--- config.mk ---
export PLATFORM = sky130hd
export DESIGN_NAME = mod_addsub_pipe
export DESIGN_NICKNAME = d
export VERILOG_FILES = /design/src/rtl/modarith_pkg.sv /design/src/rtl/mod_addsub_corr.sv /design/src/rtl/mod_addsub_pipe.sv
export SDC_FILE = /design/constraint.sdc
export NUM_CORES = 1
export LEC_CHECK = 0
export ABC_AREA = 0
export CAP_MARGIN = 15
export CORE_UTILIZATION = 40
export DETAILED_ROUTE_END_ITERATION = 10
export GPL_TIMING_DRIVEN = 1
export PLACE_DENSITY_LB_ADDON = 0.15
export SYNTH_ARGS = -nofsm -noshare
export SYNTH_HDL_FRONTEND = slang
export SYNTH_HIERARCHICAL = 1
export SYNTH_SLANG_ARGS = --single-unit
--- constraint.sdc ---
create_clock -name clk -period 3.1 [get_ports clk]
set_input_delay 0.465 -clock clk [delete_from_list [all_inputs] [get_ports clk]]
set_output_delay 0.465 -clock clk [all_outputs]
set_load 0.02 [all_outputs]
--- src/rtl/modarith_pkg.sv ---
// Shared definitions for the modular add/sub pipeline: op encoding,
// common moduli and the stage-1 control payload.
// Optional feature macro: MOD_ADDSUB_RANGE_CHK_EN (adds the err field).
package modarith_pkg;

    localparam logic OP_ADD = 1'b0;
    localparam logic OP_SUB = 1'b1;

    localparam int unsigned KYBER_Q     = 3329;
    localparam int unsigned DILITHIUM_Q = 8380417;

    localparam int STAGES = 2;

    // Stage-1 control payload; raw value and tag are width-parameterized
    // and therefore kept as separate registers in the pipeline.
    typedef struct packed {
        logic op;
`ifdef MOD_ADDSUB_RANGE_CHK_EN
        logic err;
`endif
    } s1_ctl_t;

endpackage

--- src/rtl/mod_addsub_corr.sv ---
// Combinational modular correction: folds the W+1-bit raw sum/difference
// back into [0,Q). The comparison looks at the full raw value, but the
// arithmetic itself only needs W bits because the result is truncated.
module mod_addsub_corr
    import modarith_pkg::*;
#(
    parameter int          W = 16,
    parameter int unsigned Q = KYBER_Q
) (
    input  logic [W:0]   raw,
    input  logic         op,
    output logic [W-1:0] res
);

    localparam logic [W:0]   Q_EXT = (W+1)'(Q);
    localparam logic [W-1:0] Q_W   = W'(Q);

    // add: subtract Q once on overflow past Q; sub: add Q back when negative
    always_comb begin
        res = raw[W-1:0];
        if (op == OP_SUB) begin
            if (raw[W])
                res = raw[W-1:0] + Q_W;
        end else if (raw >= Q_EXT) begin
            res = raw[W-1:0] - Q_W;
        end
    end

endmodule

--- src/rtl/mod_addsub_pipe.sv ---
// Two-stage modular add/sub pipeline with valid/ready handshake.
// Stage 1 holds the raw W+1-bit sum/difference, stage 2 the corrected
// result. in_ready is combinational from out_ready so a full pipe can
// still take a beat every cycle while draining.
// Optional feature macro: MOD_ADDSUB_RANGE_CHK_EN (out_err range flag).
module mod_addsub_pipe
    import modarith_pkg::*;
#(
    parameter int          W     = 16,
    parameter int unsigned Q     = KYBER_Q,
    parameter int          TAG_W = 8
) (
    input  logic             clk,
    input  logic             rst_n,
    input  logic             in_valid,
    output logic             in_ready,
    input  logic             in_op,
    input  logic [W-1:0]     in_a,
    input  logic [W-1:0]     in_b,
    input  logic [TAG_W-1:0] in_tag,
    output logic             out_valid,
    input  logic             out_ready,
    output logic [W-1:0]     out_res,
    output logic [TAG_W-1:0] out_tag
`ifdef MOD_ADDSUB_RANGE_CHK_EN
    ,
    output logic             out_err
`endif
);

    // vld_pipe[1] = stage 1 occupied, vld_pipe[2] = stage 2 occupied
    logic [STAGES:1]   vld_pipe;

    logic [W:0]        s1_raw;
    logic [TAG_W-1:0]  s1_tag;
    s1_ctl_t           s1_ctl;
    s1_ctl_t           s1_ctl_d;

    logic [W-1:0]      s2_res;
    logic [TAG_W-1:0]  s2_tag;
`ifdef MOD_ADDSUB_RANGE_CHK_EN
    logic              s2_err;
`endif

    logic [W-1:0]      corr_res;
    logic [W:0]        raw_d;
    logic              s2_open;
    logic              s1_fire;
    logic              in_fire;

    // stage 2 can take a beat when empty or when its beat leaves this cycle
    assign s2_open  = !vld_pipe[2] || out_ready;
    assign s1_fire  = vld_pipe[1] && s2_open;
    assign in_ready = !vld_pipe[1] || s2_open;
    assign in_fire  = in_valid && in_ready;

    // raw W+1-bit result; sub wraps in two's complement, bit W flags negative
    always_comb begin
        s1_ctl_d    = '0;
        s1_ctl_d.op = in_op;
`ifdef MOD_ADDSUB_RANGE_CHK_EN
        s1_ctl_d.err = ({1'b0, in_a} >= (W+1)'(Q)) || ({1'b0, in_b} >= (W+1)'(Q));
`endif
        if (in_op == OP_SUB)
            raw_d = {1'b0, in_a} - {1'b0, in_b};
        else
            raw_d = {1'b0, in_a} + {1'b0, in_b};
    end

    mod_addsub_corr #(
        .W (W),
        .Q (Q)
    ) u_corr (
        .raw (s1_raw),
        .op  (s1_ctl.op),
        .res (corr_res)
    );

    // valid bits: stage 1 refills on accept, stage 2 follows stage 1 when open
    always_ff @(posedge clk or negedge rst_n) begin
        if (!rst_n) begin
            vld_pipe <= '0;
        end else begin
            if (in_fire)
                vld_pipe[1] <= 1'b1;
            else if (s1_fire)
                vld_pipe[1] <= 1'b0;
            if (s2_open)
                vld_pipe[2] <= vld_pipe[1];
        end
    end

    // stage 1 data: loaded only on an accepted input beat
    always_ff @(posedge clk or negedge rst_n) begin
        if (!rst_n) begin
            s1_raw <= '0;
            s1_tag <= '0;
            s1_ctl <= '0;
        end else if (in_fire) begin
            s1_raw <= raw_d;
            s1_tag <= in_tag;
            s1_ctl <= s1_ctl_d;
        end
    end

    // stage 2 data: held while stalled, loaded when stage 1 advances
    always_ff @(posedge clk or negedge rst_n) begin
        if (!rst_n) begin
            s2_res <= '0;
            s2_tag <= '0;
`ifdef MOD_ADDSUB_RANGE_CHK_EN
            s2_err <= 1'b0;
`endif
        end else if (s1_fire) begin
            s2_res <= corr_res;
            s2_tag <= s1_tag;
`ifdef MOD_ADDSUB_RANGE_CHK_EN
            s2_err <= s1_ctl.err;
`endif
        end
    end

    assign out_valid = vld_pipe[2];
    assign out_res   = s2_res;
    assign out_tag   = s2_tag;
`ifdef MOD_ADDSUB_RANGE_CHK_EN
    assign out_err   = s2_err;
`endif

endmodule
==> flow_metrics.env, run 1 <==
export IMPL_status="finished, final reports clean"
export IMPL_reg2regPathDepth=6
export IMPL_netlist_area_sq_mm=0.00384
export IMPL_fin_crit_ns=2.94
export IMPL_worst_pin_slew_ns=0.788
export IMPL_required_ns=3.33
export IMPL_synth_seq_cells=52
export IMPL_grt_pass1_wl_um=14600
export IMPL_swShare_pct=37.6
export IMPL_hold_slack_ns=0.234
export IMPL_p_int_mw=1.89
export IMPL_setup_violations=0
export IMPL_n_antenna_cell=0
export IMPL_initial_core_util_pct=41.3
export IMPL_finalMaxSlewViolations=0
export IMPL_core_area_sq_mm=0.00928
export IMPL_p_seq_share_pct=36.7
export IMPL_grt_pass1_vias=3213
export IMPL_cpPeakStageDelay_ns=0.44
export IMPL_endpoint_kind="register"
export IMPL_fin_tns_setup_ns=0
export IMPL_period_share_pct=95.0
export IMPL_drtIter0Drc=178
export IMPL_port_buffers=70
export IMPL_drive_gt1_share_pct=20.2
export IMPL_switchingPower_mw=1.14
export IMPL_antenna_found_initial=0
export IMPL_finalInstanceArea_sq_mm=0.00511
export IMPL_critPathArrivalTime_ns=3.18
export IMPL_critPathKind="in -> reg"
export IMPL_wl_um=8860
export IMPL_p_leak_nw=2.24
export IMPL_crit_path_top_delay_cell="clkdlybuf4s50_1"
export IMPL_cp_max_fo=5
export IMPL_pwr_share_clk_pct=16.0
export IMPL_cts_resized=0
export IMPL_h_tree_depth=2
export IMPL_gp_congestion=0.876
export IMPL_rows=35
export IMPL_post_cts_buffers=0
export IMPL_synth_edf_count=0
export IMPL_fin_skew_ns=0.00650
export IMPL_irDropWorstVdd_uv=227
export IMPL_vias=3456
export IMPL_synth_top_cell_by_area="dfrtp_1"
export IMPL_final_cell_mix="clkdlybuf4s50_1, nand2_1, buf_4, dfrtp_1, mux2_2"
export IMPL_max_freq_mhz=340
export IMPL_syn_inst=429
export IMPL_crit_chain="clkdlybuf4s50_1 > nor4_2 > nor3b_2 > and3_4 > a21oi_1 > xnor2_1 > ha_1 > a21o_1 > a21o_1 > a21oi_2 > mux2i_1 > mux2i_1 > o21ai_0"
export IMPL_path_clk_slew_ns=0.10
export IMPL_r2r_start="s1_raw[12]"
export IMPL_grt_ovfl_total=0
export IMPL_fp_dieArea_sq_mm=0.00999
export IMPL_ys_warnings_count=6
export IMPL_min_delay_path_class="in -> async"
export IMPL_rsz0062_at_grt="yes"
export IMPL_cts_sinks=52
export IMPL_synthArstFlopShare_pct=100
export IMPL_fin_util_pct=55.1
export IMPL_hold_violations=0
export IMPL_nets=600
export IMPL_power_density_mw_per_mm2=594
export IMPL_relSlewSlack_pct=47.5
export IMPL_synth_area_leaders="dfrtp_1, mux2_2, nand2_1"
export IMPL_grt_start_max_net_pins=40
export IMPL_comb_power_share_pct=47.4
export IMPL_cts_hold_buffers_added=0
export IMPL_post_drt_wl_per_cell_um=13.3
export IMPL_ys_seq_area_share_pct=33.9
export IMPL_cts_tree="built"
export IMPL_synth_distinct_cells=61
export IMPL_ios=71
export IMPL_reg2reg_to="out_res[12]"
export IMPL_dieWidth_um=100
export IMPL_placed_area_sq_mm=0.00497
export IMPL_place_detailed_hpwl_um=6970
export IMPL_ctsLongestPathBuffers=2
export IMPL_ant_nets=0
export IMPL_max_cap_violations=0
export IMPL_start_kind="input pin"
export IMPL_cts_root_buf="clkbuf_8"
export IMPL_synth_top_area_share_pct=33.9
export IMPL_reg2reg_slack_ns=0.55
export IMPL_grt_util_all_layers_pct=18.0
export IMPL_synthToLayoutAreaGrowth_pct=33.2
export IMPL_drc_errors=0
export IMPL_syn_nets=495
export IMPL_cts_inserted_buffers=5
export IMPL_clock_latency_ns=0.30
export IMPL_vias_per_cell=5.20
export IMPL_detail_route_first_pass_iterations=4
export IMPL_syn_mean_instance_area_sq_um=8.95
export IMPL_ys_dominant_reg_cell="dfrtp_1"
export IMPL_layout_commonest_cell="clkdlybuf4s50_1"
export IMPL_chipHeight_um=100
[worst max-delay path: cells and delay by family]
kind	cells	cell delay, ns
compound gates	5	0.69
simple gates	3	0.80
mux	2	0.32
xor+xnor	1	0.13
fa+ha+maj	1	0.35
buf+inv	1	0.44
[power by group through the flow]
stage / Combinational [mW] / Clock [mW] / Sequential [mW]
final: 1.44 / 0.484 / 1.11
after CTS: 1.44 / 0.497 / 1.11
after global placement: 1.41 / 0 / 1.12
after global routing: 1.57 / 0.525 / 1.15
after detailed placement: 1.44 / 0 / 1.13
after floorplan: 0.779 / 0 / 1.19
[flip-flops by register name, indices dropped and copies added, names as in the netlist]
name / cells
s1_tag: 8
out_tag: 8
s1_ctl: 1
out_res: 16
s1_raw: 17
vld_pipe: 2
[cell usage after synthesis, types with 5 or more instances]
cell type  number
a21o_1          6
a21oi_1        22
a31oi_1         5
and3_1          5
buf_4           5
clkbuf_1       16
dfrtp_1        52
ha_1           20
inv_1          12
mux2_2         24
nand2_1        68
nand2b_1        5
nand3_1         7
nand4_1         6
nor2_1         22
nor3_1          9
nor4_1          6
o21a_1          6
o21ai_0        21
o31ai_1         5
or4_1           5
xnor2_1        19
xor2_1         19
[worst max-delay path by stage]
stage               slack [ns]     from          to  cells after the start
floorplan                 0.31    in_op  s1_raw[13]                     10
global placement         -0.20  in_b[8]  s1_raw[15]                     13
detailed placement       -0.27  in_b[8]  s1_raw[15]                     13
CTS                       0.04  in_b[8]  s1_raw[15]                     13
global route             -0.04  in_b[5]  s1_raw[15]                     13
finish                    0.16  in_b[5]  s1_raw[15]                     13
[layout make-up]
cell class | count | area [sq um]
inverter | 12 | 45.0
timing repair buffer | 126 | 1120
multi-input combinational | 337 | 2370
tap | 129 | 161
sequential | 52 | 1300
fill | 891 | 4170
clock inverter | 3 | 46.3
clock buffer | 5 | 68.8
[cells by family after synthesis]
family | share of synthesized area [%]
flip-flops | 33.9
buffers and inverters | 5.02
AO/OA/AOI/OAI | 17.5
multiplexers | 8.08
XOR/XNOR | 8.67
AND/OR/NAND/NOR | 19.8
adder cells (fa/ha/maj) | 7.04
[routing by layer]
layer	global-route usage (%)	wire length (um)
met1	23.9	4230
met2	30.3	4140
met3	2.44	345
met5	0	0
met4	5.66	138
[through the flow]
step,worst slack [ns],instances,power [mW]
after floorplan,0.309,429,1.97
after global placement,-0.197,656,2.53
after detailed placement,-0.269,656,2.57
after CTS,0.0431,664,3.05
after global routing,-0.0419,664,3.24
final,0.155,664,3.04
No activity file was read; power rests on OpenSTA's default activity.
==> inputs of run 2 (changes only) <==
Settings changed: GPL_TIMING_DRIVEN 1 to 0.
==> run 2 against run 1 <==
Compared with the run above: clock-buffer cell count increased by 1; clock skew up 0.0026 ns; total power decreased by 0.79%; fmax decreased by 0.18%; global-route usage rose by 0.44 points; non-clock buffer count is 24 lower; cell area shrank 2.4%; flip-flop and latch count unchanged; via count fell by 3.0%; utilization decreased by 1.3 points; clock power is 3% lower; largest cell class unchanged; highest routed layer unchanged.
==> flow_metrics.env, run 2 (synthesis results as in run 1) <==
export IMPL_status="finished, final reports clean"
export IMPL_post_drt_wl_per_cell_um=14.1
export IMPL_h_tree_depth=2
export IMPL_finalMaxSlewViolations=0
export IMPL_cts_tree="built"
export IMPL_finalNonFillerCells=640
export IMPL_regArea_sq_mm=0.00130
export IMPL_power_density_mw_per_mm2=604
export IMPL_place_detailed_hpwl_um=7070
export IMPL_placed_area_sq_mm=0.00471
export IMPL_dieWidth_um=100
export IMPL_rows=35
export IMPL_grt_start_max_net_pins=31
export IMPL_n_antenna_cell=0
export IMPL_vias_per_cell=5.24
export IMPL_layout_commonest_cell="nand2_1"
export IMPL_ios=71
export IMPL_max_freq_mhz=339
export IMPL_drtIter0Drc=137
export IMPL_nFillCells=877
export IMPL_multi_input_area_sq_mm=0.00248
export IMPL_vias=3353
export IMPL_min_delay_path_class="in -> async"
export IMPL_period_share_pct=95.2
export IMPL_fin_tns_setup_ns=0
export IMPL_chipHeight_um=100
export IMPL_crit_path_top_delay_cell="clkdlybuf4s50_1"
export IMPL_core_area_sq_mm=0.00928
export IMPL_fin_util_pct=53.7
export IMPL_fp_dieArea_sq_mm=0.00999
export IMPL_final_cell_mix="nand2_1, clkdlybuf4s50_1, dfrtp_1, mux2_2, nor2_1"
export IMPL_clock_latency_ns=0.30
export IMPL_irDropWorstVdd_uv=237
export IMPL_nets=576
export IMPL_grt_util_all_layers_pct=18.4
export IMPL_grt_ovfl_total=0
export IMPL_critPathBufInv=2
export IMPL_ant_nets=0
export IMPL_critPathKind="in -> reg"
export IMPL_endpoint_kind="register"
export IMPL_setup_violations=0
export IMPL_ctsLongestPathBuffers=2
export IMPL_place_ws_ns=-0.659
export IMPL_cts_root_buf="clkbuf_8"
export IMPL_worst_pin_slew_ns=0.705
export IMPL_cp_max_fo=3
export IMPL_worst_path_stages=11
export IMPL_detail_route_first_pass_iterations=5
export IMPL_hold_violations=0
export IMPL_fin_skew_ns=0.00908
export IMPL_grt_pass1_wl_um=15000
export IMPL_r2r_start="s1_raw[1]"
export IMPL_fin_crit_ns=2.95
export IMPL_drive_gt1_share_pct=16.6
export IMPL_finalInstanceArea_sq_mm=0.00499
export IMPL_largest_reg_flops=17
export IMPL_grt_pass1_vias=3183
export IMPL_max_cap_violations=0
export IMPL_startpoint="in_b[0]"
export IMPL_synthToLayoutAreaGrowth_pct=30.0
export IMPL_antenna_found_initial=0
export IMPL_cts_inserted_buffers=5
export IMPL_largest_register="s1_raw"
export IMPL_finalPower_mw=3.01
export IMPL_initial_core_util_pct=41.3
export IMPL_gp_congestion=0.888
export IMPL_p_leak_nw=2.12
export IMPL_wl_um=9030
export IMPL_hold_slack_ns=0.129
export IMPL_cts_hold_buffers_added=0
export IMPL_cts_sinks=52
export IMPL_path_clk_slew_ns=0.09
export IMPL_place_inst=628
export IMPL_cpLargestDelayFamily="compound AO/OA/AOI/OAI gates"
export IMPL_port_buffers=69
export IMPL_crit_chain="clkdlybuf4s50_1 > inv_1 > ha_4 > mux2i_4 > ha_1 > nor2b_1 > o31a_1 > o211ai_1 > a21oi_2 > nor4_1 > o31ai_1"
export IMPL_layout_setup_ws_ns=0.150
export IMPL_relSlewSlack_pct=53.0
export IMPL_start_kind="input pin"
export IMPL_critPathArrivalTime_ns=3.12
export IMPL_drc_errors=0
export IMPL_reg2regPathDepth=9
export IMPL_required_ns=3.27
export IMPL_cpPeakStageDelay_ns=0.49
-- run 2: cell types whose count changed in the layout (fill, tap and decap cells not counted), moves of 2 or more --
cell and change:
a21oi_1 -2, a21oi_2 +2, buf_2 +4, buf_4 -45
clkbuf_1 +14, clkbuf_2 +2, clkdlybuf4s50_1 -8, dlygate4sd2_1 +3
dlymetal6s2s_1 +3, ha_1 -5, ha_2 +4, nor3_1 -2
nor3_4 +2, o21ai_0 -2
-- run 2: layout make-up --
cell class	instances	area share (%)
Tap cell	129	3.24
Multi-Input combinational cell	337	49.7
Inverter	12	0.903
Sequential cell	52	26.1
Clock inverter	2	0.778
Buffer	26	2.83
Timing Repair Buffer	76	15.0
Clock buffer	6	1.45
-- run 2: worst reg2reg max path: stages, from the launching register on --
cell	delay [ns]
dfrtp_1	0.39
clkbuf_1	0.30
inv_1	0.11
ha_1	0.20
and4_1	0.19
and3_1	0.22
o41ai_2	0.59
nor2_1	0.12
xor2_1	0.16
mux2_2	0.26
-- run 2: final timing paths --
| path | slack [ns] | endpoint |
|---|---|---|
| max | 0.15 | s1_raw[13] |
| min | 0.13 | out_res[13] |
| max reg2reg | 0.45 | out_res[12] |
| min reg2reg | 0.48 | s1_tag[1] |
| max in group asynchronous | 2.43 | s1_raw[6] |
| min in group clk | 0.48 | s1_tag[1] |
-- run 2: repair_timing --
item                                    in CTS  in global routing
gates resized for setup                     12                 28
buffers inserted                             0                  6
endpoints found under the setup margin       4                  7
pin swaps                                    5                 14
-- run 2: layer usage --
metal  wire (um)  global-route usage (%)  vias to the layer above  share of wire (%)
li1            -                       -                     1697                  -
met1        4320                    24.0                     1566                 48
met2        4310                    32.3                       78                 48
met3         248                    2.16                       12                2.7
met4         146                    4.86                        0                1.6
met5           0                       0                        -                  0
-- run 2: where the power goes --
part	total (mW)	internal, mW	switching (mW)	leakage [nW]
logic	1.49	0.734	0.760	1.44
registers	1.05	0.887	0.161	0.624
clock network	0.470	0.244	0.226	0.0558
total	3.01	1.86	1.15	2.12
